## config.mk

```make
export PLATFORM = sky130hd
export DESIGN_NAME = jtpang_pcm_cache
export DESIGN_NICKNAME = d
export VERILOG_FILES = /design/src/rtl/jtpang_snd_pkg.sv /design/src/rtl/jtpang_pcm_line.sv /design/src/rtl/jtpang_pcm_cache.sv
export SDC_FILE = /design/constraint.sdc
export NUM_CORES = 1
export LEC_CHECK = 0
export ABC_AREA = 1
export ABC_CLOCK_PERIOD_IN_PS = 2520
export CORE_MARGIN = 2
export CORE_UTILIZATION = 40
export CTS_CLUSTER_DIAMETER = 30
export CTS_CLUSTER_SIZE = 40
export DETAILED_ROUTE_END_ITERATION = 8
export PLACE_DENSITY_LB_ADDON = 0.3
export REMOVE_ABC_BUFFERS = 1
export SLEW_MARGIN = 5
export SYNTH_ARGS = -nofsm -noshare
export SYNTH_HDL_FRONTEND = slang
export SYNTH_SLANG_ARGS = --single-unit
```

## constraint.sdc

```tcl
create_clock -name clk -period 2.52 [get_ports clk]
set_input_delay 0.504 -clock clk [delete_from_list [all_inputs] [get_ports clk]]
set_output_delay 0.504 -clock clk [all_outputs]
set_load 0.01 [all_outputs]
```

## src/rtl/jtpang_snd_pkg.sv

```systemverilog
// Shared definitions for the Pang sound section: PCM cache FSM states and defaults.
package jtpang_snd_pkg;

    localparam int PCM_AW    = 18;
    localparam int PCM_LINES = 4;

    typedef enum logic [1:0] {
        IDLE  = 2'd0,
        FILL0 = 2'd1,
        FILL1 = 2'd2
    } pcm_state_e;

endpackage

```

## src/rtl/jtpang_pcm_line.sv

```systemverilog
// One fully-associative cache line: tag, valid bit, 32-bit data, hit compare and byte select.
module jtpang_pcm_line
    import jtpang_snd_pkg::*;
#(
    parameter int TW = PCM_AW - 2
) (
    input  logic          clk,
    input  logic          rst_n,
    input  logic          flush,
    input  logic          wr_en,
    input  logic          wr_valid,
    input  logic [TW-1:0] wr_tag,
    input  logic [31:0]   wr_data,
    input  logic [TW-1:0] rd_tag,
    input  logic [1:0]    rd_sel,
    output logic          hit,
    output logic [7:0]    rd_byte
);

    logic          valid_reg;
    logic [TW-1:0] tag_reg;
    logic [31:0]   data_reg;

    always_ff @(posedge clk or negedge rst_n) begin
        if (!rst_n) begin
            valid_reg <= 1'b0;
            tag_reg   <= '0;
            data_reg  <= '0;
        end else begin
            if (flush)
                valid_reg <= 1'b0;
            else if (wr_en)
                valid_reg <= wr_valid;
            if (wr_en) begin
                tag_reg  <= wr_tag;
                data_reg <= wr_data;
            end
        end
    end

    assign hit = valid_reg && (tag_reg == rd_tag);

    always_comb begin
        rd_byte = data_reg[7:0];
        case (rd_sel)
            2'd0: rd_byte = data_reg[7:0];
            2'd1: rd_byte = data_reg[15:8];
            2'd2: rd_byte = data_reg[23:16];
            2'd3: rd_byte = data_reg[31:24];
            default: rd_byte = data_reg[7:0];
        endcase
    end

endmodule

```

## src/rtl/jtpang_pcm_cache.sv

```systemverilog
// Small read cache between the jt6295 ROM port and the SDRAM slot: 4-byte lines,
// one-cycle hits, two-word SDRAM refill on a miss, round-robin replacement.
module jtpang_pcm_cache
    import jtpang_snd_pkg::*;
#(
    parameter int AW    = PCM_AW,
    parameter int LINES = PCM_LINES
) (
    input  logic          clk,
    input  logic          rst_n,
    input  logic          flush,
    input  logic [AW-1:0] pcm_addr,
    output logic [7:0]    pcm_data,
    output logic          pcm_ok,
    output logic [AW-2:0] sdram_addr,
    output logic          sdram_req,
    input  logic [15:0]   sdram_data,
    input  logic          sdram_ok
);

    localparam int TW = AW - 2;
    localparam int VW = (LINES > 1) ? $clog2(LINES) : 1;

    pcm_state_e    state_reg;
    logic [TW-1:0] base_reg;
    logic [VW-1:0] victim_reg;
    logic [15:0]   lo_reg;
    logic          flush_seen_reg;
    logic          ok_reg;
    logic [7:0]    data_reg;
    logic [AW-1:0] addr_reg;
    logic [AW-2:0] sdram_addr_reg;
    logic          sdram_req_reg;

    logic [LINES-1:0] hit_vec;
    logic [7:0]       byte_arr [LINES];
    logic             any_hit;
    logic [7:0]       hit_byte;
    logic             fill_done;
    logic             line_valid;

    assign fill_done  = (state_reg == FILL1) && sdram_ok;
    // A flush seen at any point of the fill, including the completing cycle, poisons the line.
    assign line_valid = !flush_seen_reg && !flush;

    generate
        for (genvar gi = 0; gi < LINES; gi++) begin : g_line
            jtpang_pcm_line #(.TW(TW)) u_line (
                .clk      (clk),
                .rst_n    (rst_n),
                .flush    (flush),
                .wr_en    (fill_done && (victim_reg == VW'(gi))),
                .wr_valid (line_valid),
                .wr_tag   (base_reg),
                .wr_data  ({sdram_data, lo_reg}),
                .rd_tag   (pcm_addr[AW-1:2]),
                .rd_sel   (pcm_addr[1:0]),
                .hit      (hit_vec[gi]),
                .rd_byte  (byte_arr[gi])
            );
        end
    endgenerate

    // Tags are unique across valid lines, so OR-ing the gated bytes is a clean mux.
    always_comb begin
        hit_byte = 8'd0;
        for (int i = 0; i < LINES; i++) begin
            if (hit_vec[i])
                hit_byte = hit_byte | byte_arr[i];
        end
    end

    assign any_hit = |hit_vec;

    always_ff @(posedge clk or negedge rst_n) begin
        if (!rst_n) begin
            state_reg      <= IDLE;
            base_reg       <= '0;
            victim_reg     <= '0;
            lo_reg         <= '0;
            flush_seen_reg <= 1'b0;
            ok_reg         <= 1'b0;
            data_reg       <= '0;
            addr_reg       <= '0;
            sdram_addr_reg <= '0;
            sdram_req_reg  <= 1'b0;
        end else begin
            ok_reg <= any_hit && !flush;
            if (any_hit) begin
                data_reg <= hit_byte;
                addr_reg <= pcm_addr;
            end
            case (state_reg)
                IDLE: begin
                    flush_seen_reg <= 1'b0;
                    if (!any_hit && !flush) begin
                        base_reg       <= pcm_addr[AW-1:2];
                        sdram_addr_reg <= {pcm_addr[AW-1:2], 1'b0};
                        sdram_req_reg  <= 1'b1;
                        state_reg      <= FILL0;
                    end
                end
                FILL0: begin
                    if (flush)
                        flush_seen_reg <= 1'b1;
                    if (sdram_ok) begin
                        lo_reg         <= sdram_data;
                        sdram_addr_reg <= {base_reg, 1'b1};
                        state_reg      <= FILL1;
                    end
                end
                FILL1: begin
                    if (flush)
                        flush_seen_reg <= 1'b1;
                    if (sdram_ok) begin
                        sdram_req_reg <= 1'b0;
                        victim_reg    <= victim_reg + VW'(1);
                        state_reg     <= IDLE;
                    end
                end
                default: state_reg <= IDLE;
            endcase
        end
    end

    assign pcm_data   = data_reg;
    assign pcm_ok     = ok_reg && (pcm_addr == addr_reg);
    assign sdram_addr = sdram_addr_reg;
    assign sdram_req  = sdram_req_reg;

endmodule

```

# Yosys cells after proc, flatten, opt, wreduce, memory -nomap -nowiden
# Index checks and enable logic that the tools add are counted.
[totals]
in_bits = 38
register_bits = 278
out_inout_bits = 27
wordCells = 106
[op_classes]
muxes = 28
reduce_logical = 35
n_addsub = 1
n_bitwise = 3
n_eq_ne = 17
[ops]
columns = ["operator", "n"]
rows = [
  ["8-bit case mux with 4 select lines", 4],
  ["16-bit == test", 4],
  ["17-bit two-way mux", 2],
  ["17-bit case mux with 2 select lines", 1],
  ["8-bit two-way mux", 4],
  ["8-bit OR", 3],
  ["18-bit == test", 1],
  ["2-bit nonzero test", 7],
  ["1-bit logical AND", 13],
  ["1-bit two-way mux", 11],
  ["2-bit == test (second input constant)", 5],
  ["3-bit AND reduction", 3],
  ["2-bit AND reduction", 4],
  ["2-bit by 1-bit == test with 1-bit output (second input constant)", 3],
  ["2-bit zero test", 3],
  ["2-bit two-way mux", 3],
  ["2-bit inequality test (second input constant)", 3],
  ["2-bit case mux with 3 select lines", 1],
  ["1-bit case mux with 2 select lines", 2],
  ["4-bit OR reduction", 1],
  ["1-bit zero test", 3],
  ["2-bit by 1-bit adder with 2-bit output (second input constant)", 1],
  ["2-bit by 1-bit inequality test with 1-bit output (second input constant)", 1],
  ["2-bit OR reduction", 1],
]

# Longest topological paths before layout
[logic_depth]
ltp_word = 9
depth_mapped = 16
ltp_nobuf = 14

# By module
# Synthesis repeated with hierarchy kept, for this count alone.
[unflattened]
hier_cells = 1656
area_unflattened_um2 = 13177.6
[by_module_without_submodules]
columns = ["mod", "area_per_inst_um2", "instances", "seq_area_each_um2", "cells_per_inst"]
rows = [
  ["jtpang_pcm_line", 2304.7, 4, 1226.2, 302],
  ["jtpang_pcm_cache", 3958.8, 1, 2052.0, 448],
]

# Worst setup path after synthesis
# No wires, ideal clock.
[synth_path]
path_kind = "input-to-output"
startpoint = "input port pcm_addr[12]"
endpoint = "output port pcm_ok"
required_ps = 2016
n_path_buf = 1
setup_slack_ps = 562
stages = 5
arrival_ps = 1454
path_cell_list = "clkbuf_2 > or2_2 > a221oi_1 > nand4_1 > nor2_1"
[synth_between]
elab_chain_cells = 2
[synth_rtl]
columns = ["item", "line_no", "rtl"]
rows = [
  ["start, declared", "jtpang_pcm_cache.sv:12", "input logic [AW-1:0] pcm_addr,"],
  ["18-bit == test", "jtpang_pcm_cache.sv:127", "assign pcm_ok = ok_reg && (pcm_addr == addr_reg);"],
  ["1-bit logical AND", "jtpang_pcm_cache.sv:127", ""],
  ["end, declared", "jtpang_pcm_cache.sv:14", "output logic pcm_ok,"],
]
# No other way between the ends.

# Worst setup path in the final report
[layout_path]
startpoint = "register addr_reg[2]"
endpoint = "output port pcm_ok"
[layout_between]
elab_chain_cells = 2
[layout_rtl]
columns = ["item", "line_no", "rtl"]
rows = [
  ["start, declared", "jtpang_pcm_cache.sv:31", "logic [AW-1:0] addr_reg;"],
  ["start signal, assigned", "jtpang_pcm_cache.sv:91", "addr_reg <= pcm_addr;"],
  ["18-bit == test", "jtpang_pcm_cache.sv:127", ""],
  ["1-bit logical AND", "jtpang_pcm_cache.sv:127", ""],
]
# No other way between the ends.

==> results.py <==
metrics = {
    "critical_path": {
        "crit_buf_inv": 1,
        "cp-startpoint": "addr_reg[2]",
        "regToRegEndpoint": "sdram_addr[16]",
        "cp_data_required_time_ns": 2.02,
        "worstPathCellList": "or2_2 > a221oi_2 > nand4_1 > nor2_2 > buf_2",
        "endpoint": "pcm_ok",
        "reg2reg_depth": 13,
        "cp_slowest_stage_delay_ns": 0.38,
        "start_kind": "flop",
        "path_delay_family": "simple AND/OR/NAND/NOR gates",
        "r2r_setup_slack_ns": 0.55,
        "critPathKind": "reg -> out",
        "cp.depth": 5,
        "crit_fanout": 3,
        "critPathArrivalTime_ns": 1.90,
        "cp_slowest_cell": "dfrtp_1",
        "critPathCaptureType": "output port",
        "r2r-start": "g_line[3].u_line.tag_reg[5]",
    },
    "timing": {
        "hold_viol": 0,
        "tightest_slew_ns": 0.5254,
        "post-route-min-period_ns": 2.406,
        "drv_slew": 0,
        "setup_violations": 0,
        "rsz0062_at_grt": "no",
        "skew_ns": 0.03224,
        "max_freq_ghz": 0.4156,
        "relSlewSlack_pct": 64.97,
        "finalCritPeriodShare_pct": 95.47,
    },
    "global_routing": {
        "grtUsageMet2_pct": 39.42,
        "grt_pass1_wl_um": 65120,
        "grt_max_degree": 99,
        "met1_usage_pct": 33.43,
        "grt_pass1_vias": 11860,
        "use_met3_pct": 3.835,
        "antenna_found_initial": 0,
        "track_usage_pct": 24.41,
        "grt_busiest_layer": "met2",
        "grt.overflow.total": 0,
    },
    "power": {
        "p_leak_nw": 8.467,
        "total_power_w": 0.02088,
        "cellPowerDensity_nw_per_um2": 1189,
        "ir_worst_vdd_mv": 0.7023,
    },
    "detailed_routing": {
        "via_count": 11860,
        "avgRoutedWirePerCell_um": 17.33,
        "dr.pass1.iters": 7,
        "viasPerCell": 5.097,
        "routed_wirelength_um": 40310,
        "postRouteAntennaNets": 0,
        "drtIter0Drc": 999,
        "drc": 0,
    },
    "yosys": {
        "async_flop_share_pct": 100.0,
        "yosys.area.top_type": "dfrtp_1",
        "synth.area.mux_share_pct": 0,
        "yosysWarnings": 0,
        "synth_top_area_share_pct": 52.46,
        "synthSimpleGateAreaFrac_pct": 26.77,
        "synthesis.area_sq_um": 13260,
        "synth.area.top_cells": "dfrtp_1, nand2_1, o21ai_0",
        "synth_top_family_by_area": "simple AND/OR/NAND/NOR gates",
        "synth_edf_count": 0,
        "synth-seq-area-share_pct": 52.46,
        "ys.flop_type": "dfrtp_1",
        "synth_xor_area_share_pct": 1.387,
        "syn_inst": 1661,
        "synth_cell_types": 47,
        "syn_avg_cell_area_sq_um": 7.984,
        "synth_adder_area_share_pct": 0.6604,
        "synth_compound_area_share_pct": 12.09,
        "synth_seq_cells": 278,
    },
    "final_layout": {
        "fin_nets": 1879,
        "drive_above_1_share_pct": 15.76,
        "multi_input_area_sq_um": 5480,
        "area_growth_pct": 32.39,
        "fillers": 2989,
        "diodes": 0,
        "regArea_sq_um": 6957,
        "largest_reg_flops": 128,
        "utilization_pct": 53.82,
    },
    "die": {
        "die_w_um": 186.1,
        "core_area_sq_um": 32620,
        "fp.dieArea_sq_um": 34630,
        "io_pins": 65,
        "start_util_pct": 40.66,
        "rows": 66,
        "die_h_um": 186.1,
    },
    "clocking": {
        "root_buffer": "clkbuf_16",
        "clock_sinks": 278,
        "clock_path_buffers": 3,
        "clk_latency_ns": 0.59,
        "h-tree-depth": 2,
        "cts_tree": "built",
        "postCtsSetupRepairBufs": 0,
        "cts.clk_slew.worst_paths_ns": 0.05,
        "numCtsBuffers": 61,
    },
    "min_path": {
        "hold_path.class": "reg -> reg",
        "hp-start": "sdram_addr[4]",
    },
    "placed_design": {
        "port_buffers": 64,
        "gp_congestion": 0.9302,
        "dpl.hpwl_um": 27750,
    },
    "job": {
        "cap_violations": 0,
    },
    "outcome": {
        "outcome": "completed",
    },
}
==> power breakdown <==
group	leakage [nW]	total (W)	switching (W)	internal (W)
registers	3.65	0.00720	0.00112	0.00608
logic	3.72	0.00517	0.00310	0.00207
clock network	1.10	0.00850	0.00264	0.00587
==> metrics by stage <==
step           hold slack, ns  setup slack, ns  setup TNS, ns  instance area, sq um  std cells
6_report               0.4664           0.1141              0                 17560       2326
5_1_grt                0.4883         0.003263              0                 17560       2326
4_1_cts                0.4717         0.007365              0                 17540       2326
3_5_place_dp           0.4599          -0.5456         -17.10                 15290       2212
3_3_place_gp           0.4578          -0.6152         -16.28                 15290       2212
2_1_floorplan          0.2084         -0.05969        -0.2388                 12880       1578
==> how the worst min path moves through the flow <==
stage	cells after the start	end	slack, ns
2_1_floorplan	0	addr_reg[0]	0.21
3_3_place_gp	2	sdram_addr[4]	0.46
3_5_place_dp	2	sdram_addr[4]	0.46
4_1_cts	2	sdram_addr[4]	0.47
5_1_grt	2	sdram_addr[4]	0.49
6_report	2	sdram_addr[4]	0.47
==> cells in the mapped netlist (5+ instances only) <==
cell type	number
or2_2	5
inv_1	122
xor2_1	6
dfrtp_1	278
nand2_1	581
buf_1	9
nand2_2	11
clkbuf_1	55
nand4_1	92
o21ai_0	245
a21oi_1	27
o21ai_1	16
ha_1	7
nor2_1	95
nand3_1	22
buf_2	10
xnor2_1	15
inv_2	11
==> layout make-up <==
cell class                      instances  share of cell area, %
Sequential cell                       278                  39.62
Tap cell                              442                  3.150
Multi-Input combinational cell       1166                  31.21
Timing Repair Buffer                  193                  10.36
Clock buffer                           75                  9.571
Clock inverter                         38                  3.214
Inverter                              134                  2.865
==> worst reg2reg max path, stage by stage, from the launching register on <==
cell and delay [ns]:
dfrtp_1 0.45, nand2_1 0.10, nand2_1 0.05, nor2_1 0.25, nand2_1 0.09, nor2_1 0.13
nand3_1 0.11, nand2_2 0.12, nor2_8 0.06, nand2_4 0.07, nand2_4 0.07, nand3_4 0.21
nand2_1 0.10, nand2_1 0.07
==> repair_timing <==
action,CTS,global route
endpoints found under the hold margin,50,0
setup endpoints to repair,1,1
gates resized for setup,10,8
pin swaps,1,3
hold buffers,1,0
gates cloned,0,0
==> cells by family (layout without fill, tap and decap cells) <==
logic type,after synthesis,in the layout
buf+inv,217,440
fa+ha+maj,7,7
flops,278,278
xor+xnor,21,21
compound gates,308,308
simple gates,830,830
==> routing by layer <==
layer	vias to the layer above	part of all wire, %
met5	-	0
met4	0	3.1
met3	95	4.6
met2	309	46
met1	5684	46
li1	5768	-
==> layout by cell type (no fill, tap or decap), drive strengths merged, types with 2 or more instances in the layout <==
| master | instances |
|---|---|
| a21boi | 3 |
| a21oi | 27 |
| a221oi | 4 |
| buf | 130 |
| bufinv | 11 |
| clkbuf | 75 |
| clkdlybuf4s50 | 58 |
| clkinv | 18 |
| clkinvlp | 3 |
| dfrtp | 278 |
| dlygate4sd2 | 4 |
| ha | 7 |
| inv | 140 |
| nand2 | 595 |
| nand3 | 25 |
| nand3b | 2 |
| nand4 | 93 |
| nor2 | 100 |
| nor3 | 4 |
| nor4 | 2 |
| o2111ai | 2 |
| o211ai | 3 |
| o21ai | 264 |
| o22ai | 2 |
| or2 | 6 |
| xnor2 | 15 |
| xor2 | 6 |
Note: power is estimated with default switching activity, not from simulation.
